==> src/rtl/adc_pkg.sv <==
// adc_pkg: constants shared by the ADC frame packer and its related blocks.
//   ADC_NCH      channels per frame
//   ADC_SW       sample width in bits
//   ADC_NSLOT    sample slots per frame (two sides per channel)
//   ADC_FRAME_W  width of one packed frame
//   slot_offset  bit offset of slot k inside a packed frame
package adc_pkg;

  localparam int ADC_NCH     = 24;
  localparam int ADC_SW      = 18;
  localparam int ADC_NSLOT   = 2 * ADC_NCH;
  localparam int ADC_FRAME_W = ADC_NSLOT * ADC_SW;

  // Slot k occupies bits [k*sw +: sw]; slot 0 (channel 1a) sits at the LSBs.
  function automatic int slot_offset(input int k, input int sw);
    return k * sw;
  endfunction

endpackage

==> src/rtl/adc_slot_counter.sv <==
// adc_slot_counter: modulo-NSLOT slot index for the frame packer.
//   clk       rising-edge clock
//   rst       synchronous active-high reset, clears the count to 0
//   inc       a sample was transferred this cycle
//   sof_load  the transferred sample is a frame start; the count becomes 1
//   cnt       slot the next transferred sample will occupy
//   last      cnt is the final slot of the frame (NSLOT-1)
module adc_slot_counter
  import adc_pkg::*;
#(
  parameter int NSLOT = ADC_NSLOT,
  localparam int CW   = (NSLOT > 1) ? $clog2(NSLOT) : 1
) (
  input  logic          clk,
  input  logic          rst,
  input  logic          inc,
  input  logic          sof_load,
  output logic [CW-1:0] cnt,
  output logic          last
);

  assign last = (cnt == CW'(NSLOT - 1));

  // NOTE: sequential state uses non-blocking assignments so every flop
  // samples pre-edge values regardless of block evaluation order.
  always_ff @(posedge clk) begin
    if (rst) begin
      cnt <= '0;
    end else if (inc) begin
      // A frame start always lands in slot 0, so the next slot is 1 whether
      // or not the counter was already aligned.
      if (sof_load)  cnt <= CW'(1);
      else if (last) cnt <= '0;
      else           cnt <= cnt + CW'(1);
    end
  end

endmodule

==> src/rtl/adc_frame_packer.sv <==
// adc_frame_packer: collects 2*NCH ADC samples (1a,1b,...,NCHa,NCHb) into one
// wide frame word and hands it downstream with a valid/ready handshake.
//   clk        rising-edge clock
//   rst        synchronous active-high reset
//   s_valid    input sample valid
//   s_ready    packer accepts a sample this cycle
//   s_data     ADC sample
//   s_sof      sample is slot 0 (channel 1a) of a frame
//   m_data     packed frame, slot k at bits [k*SW +: SW]
//   m_valid    m_data holds a complete frame
//   m_ready    downstream accepts the frame
//   sync_err   one-cycle pulse after a frame boundary is resynchronised
//   frame_cnt  frames completed, wrapping
module adc_frame_packer
  import adc_pkg::*;
#(
  parameter int NCH    = ADC_NCH,
  parameter int SW     = ADC_SW,
  parameter int FCNT_W = 16
) (
  input  logic                  clk,
  input  logic                  rst,
  input  logic                  s_valid,
  output logic                  s_ready,
  input  logic [SW-1:0]         s_data,
  input  logic                  s_sof,
  output logic [2*NCH*SW-1:0]   m_data,
  output logic                  m_valid,
  input  logic                  m_ready,
  output logic                  sync_err,
  output logic [FCNT_W-1:0]     frame_cnt
);

  localparam int NSLOT = 2 * NCH;
  localparam int FW    = NSLOT * SW;
  localparam int CW    = (NSLOT > 1) ? $clog2(NSLOT) : 1;

  logic [CW-1:0] slot;
  logic          last;
  logic [CW-1:0] wr_slot;
  logic [FW-1:0] acc;
  logic [FW-1:0] acc_next;
  logic          xfer;
  logic          resync;
  logic          frame_done;

  // Only the final slot can be stalled: it is the one transfer that must
  // move the accumulator into m_data, which is still occupied. Everything
  // else keeps streaming into the accumulator. Depends on registered state,
  // rst and m_ready only, never on s_valid.
  assign s_ready    = !rst && !(last && m_valid && !m_ready);
  assign xfer       = s_valid && s_ready;
  assign resync     = xfer && s_sof && (slot != '0);
  // A frame start arriving at the last slot is a resync, not a completion.
  assign frame_done = xfer && !s_sof && last;
  assign wr_slot    = s_sof ? '0 : slot;

  adc_slot_counter #(
    .NSLOT (NSLOT)
  ) u_slot_counter (
    .clk      (clk),
    .rst      (rst),
    .inc      (xfer),
    .sof_load (s_sof),
    .cnt      (slot),
    .last     (last)
  );

  // NOTE: acc_next gets a full default before the conditional slot write;
  // without it this block would infer latches.
  always_comb begin
    // A resync throws away the partial frame so no stale slot can leak
    // into the next delivered frame.
    acc_next = resync ? '0 : acc;
    for (int k = 0; k < NSLOT; k++) begin
      if (xfer && (wr_slot == CW'(k))) begin
        acc_next[slot_offset(k, SW) +: SW] = s_data;
      end
    end
  end

  // NOTE: the accumulator and output frame are plain flops, not a memory,
  // so they can all be cleared by reset.
  always_ff @(posedge clk) begin
    if (rst) begin
      acc       <= '0;
      m_data    <= '0;
      m_valid   <= 1'b0;
      sync_err  <= 1'b0;
      frame_cnt <= '0;
    end else begin
      acc      <= acc_next;
      sync_err <= resync;
      if (frame_done) begin
        // Uses acc_next so the slot being written this cycle is included;
        // also covers a completion in the same cycle as an output handshake.
        m_data    <= acc_next;
        m_valid   <= 1'b1;
        frame_cnt <= frame_cnt + FCNT_W'(1);
      end else if (m_ready) begin
        m_valid <= 1'b0;
      end
    end
  end

endmodule

==> config.mk <==
export PLATFORM = sky130hd
export DESIGN_NAME = adc_frame_packer
export DESIGN_NICKNAME = d
export VERILOG_FILES = /design/src/rtl/adc_pkg.sv /design/src/rtl/adc_slot_counter.sv /design/src/rtl/adc_frame_packer.sv
export SDC_FILE = /design/constraint.sdc
export NUM_CORES = 2
export LEC_CHECK = 0
export ABC_CLOCK_PERIOD_IN_PS = 6200
export CORE_MARGIN = 2
export CORE_UTILIZATION = 35
export CTS_BUF_LIST = sky130_fd_sc_hd__clkbuf_4 sky130_fd_sc_hd__clkbuf_8
export CTS_CLUSTER_SIZE = 10
export DETAILED_ROUTE_END_ITERATION = 8
export PLACE_DENSITY_LB_ADDON = 0.15
export SLEW_MARGIN = 20
export SYNTH_ARGS = -nofsm -noshare
export SYNTH_HDL_FRONTEND = slang
export SYNTH_SLANG_ARGS = --single-unit
==> constraint.sdc <==
create_clock -name clk -period 6.2 [get_ports clk]
set_input_delay 0.93 -clock clk [delete_from_list [all_inputs] [get_ports clk]]
set_output_delay 0.93 -clock clk [all_outputs]
set_load 0.01 [all_outputs]
==> impl_metrics.ini <==
[outcome]
status = completed

[floorplanning]
io_pins = 906
row_count = 155
die_area_sq_um = 182900
start_util_pct = 35.22
chipWidth_um = 427.7
die_h_um = 427.7
core_area_sq_um = 178400

[layout]
area_growth_pct = 26.74
stdcell_count = 10386
final_nets = 7840
most-common-layout-cells = dfxtp_1 (1752), nand2_1 (1738), clkdlybuf4s50_1 (904), a21oi_1 (861), o32ai_1 (764)
post-route-util_pct = 44.63
drive_above_1_share_pct = 9.381
final_common_cell = dfxtp_1

[sta]
worst_pin_slew_ns = 1.262
tns_ns = 0
period_needed_ns = 4.614
period_share_pct = 74.42
relSlewSlack_pct = 15.87
setup_violations = 0
skew_ns = 0.06643
clock.fmax_mhz = 216.7
rsz0062_at_grt = no
finalMaxSlewViolations = 0
hold_ws_ns = 0.3943
hold_viol = 0

[power_and_ir_drop]
power_leakage_nw = 24.48
switching_power_mw = 5.364
power.share.clock_pct = 48.7
switching_share_pct = 23.11
internal_power_mw = 17.85
ir_drop_v = 0.0001926
p_total_mw = 23.21
seq_power_share_pct = 48.6
comb_power_share_pct = 2.8
power.density_nw_per_um2 = 291.5

[critical_path]
cp-end-kind = primary output
critPathArrivalTime_ns = 3.68
crit-reg2reg-launch = u_slot_counter.cnt[0]$_SDFFE_PP0P_
crit_family = compound AO/OA/AOI/OAI gates
crit_buf_inv = 1
reg2reg_slack_ns = 2.23
path_max_fanout = 12
cp.depth = 4
rr_worst_depth = 8
slowest_delay_ns = 0.81
crit_slowest_cell = a21oi_1
path_class = flop to primary output
cp-startpoint = u_slot_counter.cnt[0]$_SDFFE_PP0P_
r2r-end = m_data[825]$_SDFFE_PP0P_
worstPathRequired_ns = 5.27
crit_chain = ha_1 > and3_1 > a21oi_1 > clkdlybuf4s50_1
crit_path_start_kind = flop
cp-endpoint = s_ready

[placement]
dp_hpwl_mm = 153.9
routabilityCongestion = 0.8518
dpl.cell_count = 9847
port_buffers = 905

[drt]
wirelength_mm = 252.5
num_vias = 55456
drc = 0
wire_per_inst_um = 24.31
dr.pass1.iters = 6
via_per_inst = 5.339
ant_nets = 0
drtIter0Drc = 4706

[clocking]
insertion_delay_ns = 1.04
cts.sinks = 1752
postCtsSetupBuffers = 0
cts-resized-gates = 0
cts_tree = built
h-tree-depth = 5
cts_root_buf = clkbuf_8
numCtsBuffers = 318
path_clk_slew_ns = 0.06
postCtsHoldBufs = 0
clock_path_buffers = 4

[synth]
synth_nets = 7187
synth_top_flop_cell = dfxtp_1
synth-seq-area-share_pct = 55.82
ys_ff_latch = 1752
synth_edf_count = 0
avgSynthCellArea_sq_um = 8.774
synth_cell_types = 63
synthCells = 7161
ys_warn_count = 0
async_reset_ff_share_pct = 0
synth_area_sq_um = 62830

[grt]
grt_pass1_wl_mm = 358.6
grt_usage_pct = 26.30
overflow = 0
grt_max_degree = 236
grt_pass1_vias = 52157
antenna_found_initial = 5

[flow_run]
maxCapViolCount = 0

[hold_path]
hold_path.class = flop to flop
-- logic make-up (layout without fill, tap and decap cells) --
kind of cell	Yosys count	count (layout)	synth area share (%)
AND/OR/NAND/NOR	2016	2016	12.86
buffers and inverters	1407	2273	9.108
other	0	4	0
adder cells (fa/ha/maj)	3	3	0.05975
multiplexers	5	5	0.08363
flip-flops	1752	1752	55.82
XOR/XNOR	1	1	0.01394
AO/OA/AOI/OAI	1977	1977	22.06
-- state kept, by name (all words and copies together) (netlist names) --
| signal | flops |
|---|---|
| acc | 864 |
| frame_cnt | 16 |
| m_data | 864 |
| m_valid | 1 |
| sync_err | 1 |
| u_slot_counter.cnt | 6 |
-- synth_stat cells (33+ instances only) --
library cell	number	share of area, %
nor2_1	63	0.38
nand2_1	1756	10
nand3_1	66	0.53
a211oi_1	55	0.66
a21oi_1	861	6.9
a32oi_1	54	0.75
nand4_1	33	0.33
inv_1	726	4.3
dfxtp_1	1752	56
o32ai_1	764	11
clkbuf_1	456	2.7
a311oi_1	36	0.50
o21ai_0	44	0.35
buf_2	179	1.4
-- final cells by class --
type,instances,area [sq um]
timing repair buffer,1013,10080
antenna,4,10.01
fill,17646,98790
sequential,1752,35070
inverter,727,2731
multi-input combinational,4002,22290
tap,2355,2947
clock inverter,32,281.5
clock buffer,501,6226
-- through the flow --
| stage | instance area, sq um | setup slack [ns] |
|---|---|---|
| after global placement | 73050 | 1.355 |
| after global routing | 79630 | 1.548 |
| after detailed placement | 73050 | 1.333 |
| final | 79630 | 1.586 |
| after floorplan | 62830 | 3.558 |
| after CTS | 79550 | 1.566 |
-- worst min path at each step --
stage	startpoint	end	slack (ns)	cells after the start
floorplan	acc[630]$_SDFF_PP0_	m_data[630]$_SDFFE_PP0P_	0.43	2
global placement	acc[323]$_SDFF_PP0_	m_data[323]$_SDFFE_PP0P_	0.43	2
detailed placement	acc[759]$_SDFF_PP0_	m_data[759]$_SDFFE_PP0P_	0.44	2
CTS	rst	acc[286]$_SDFF_PP0_	0.35	2
global route	rst	frame_cnt[0]$_SDFFE_PP0P_	0.38	2
finish	acc[738]$_SDFF_PP0_	m_data[738]$_SDFFE_PP0P_	0.39	2
-- power by group through the flow --
stage	Sequential, mW	Combinational, mW	Clock, mW
final	11.3	0.640	11.3
after global routing	11.3	0.663	12.0
after CTS	11.3	0.640	11.5
after detailed placement	11.5	0.639	0
after global placement	11.5	0.639	0
after floorplan	11.5	0.328	0
-- worst min-delay path, cell delays in order (launching register included) --
cell and delay (ns):
dfxtp_1 0.31, nand2_1 0.05, a21oi_1 0.05
-- layer usage --
layer	global-route usage (%)	vias to the layer above	part of all wire, %
li1	-	25913	-
met1	33.92	27148	42
met2	42.22	1945	47
met3	4.560	450	5.5
met4	13.40	0	5.2
met5	0	-	0
(Power assumes the default switching activity.)
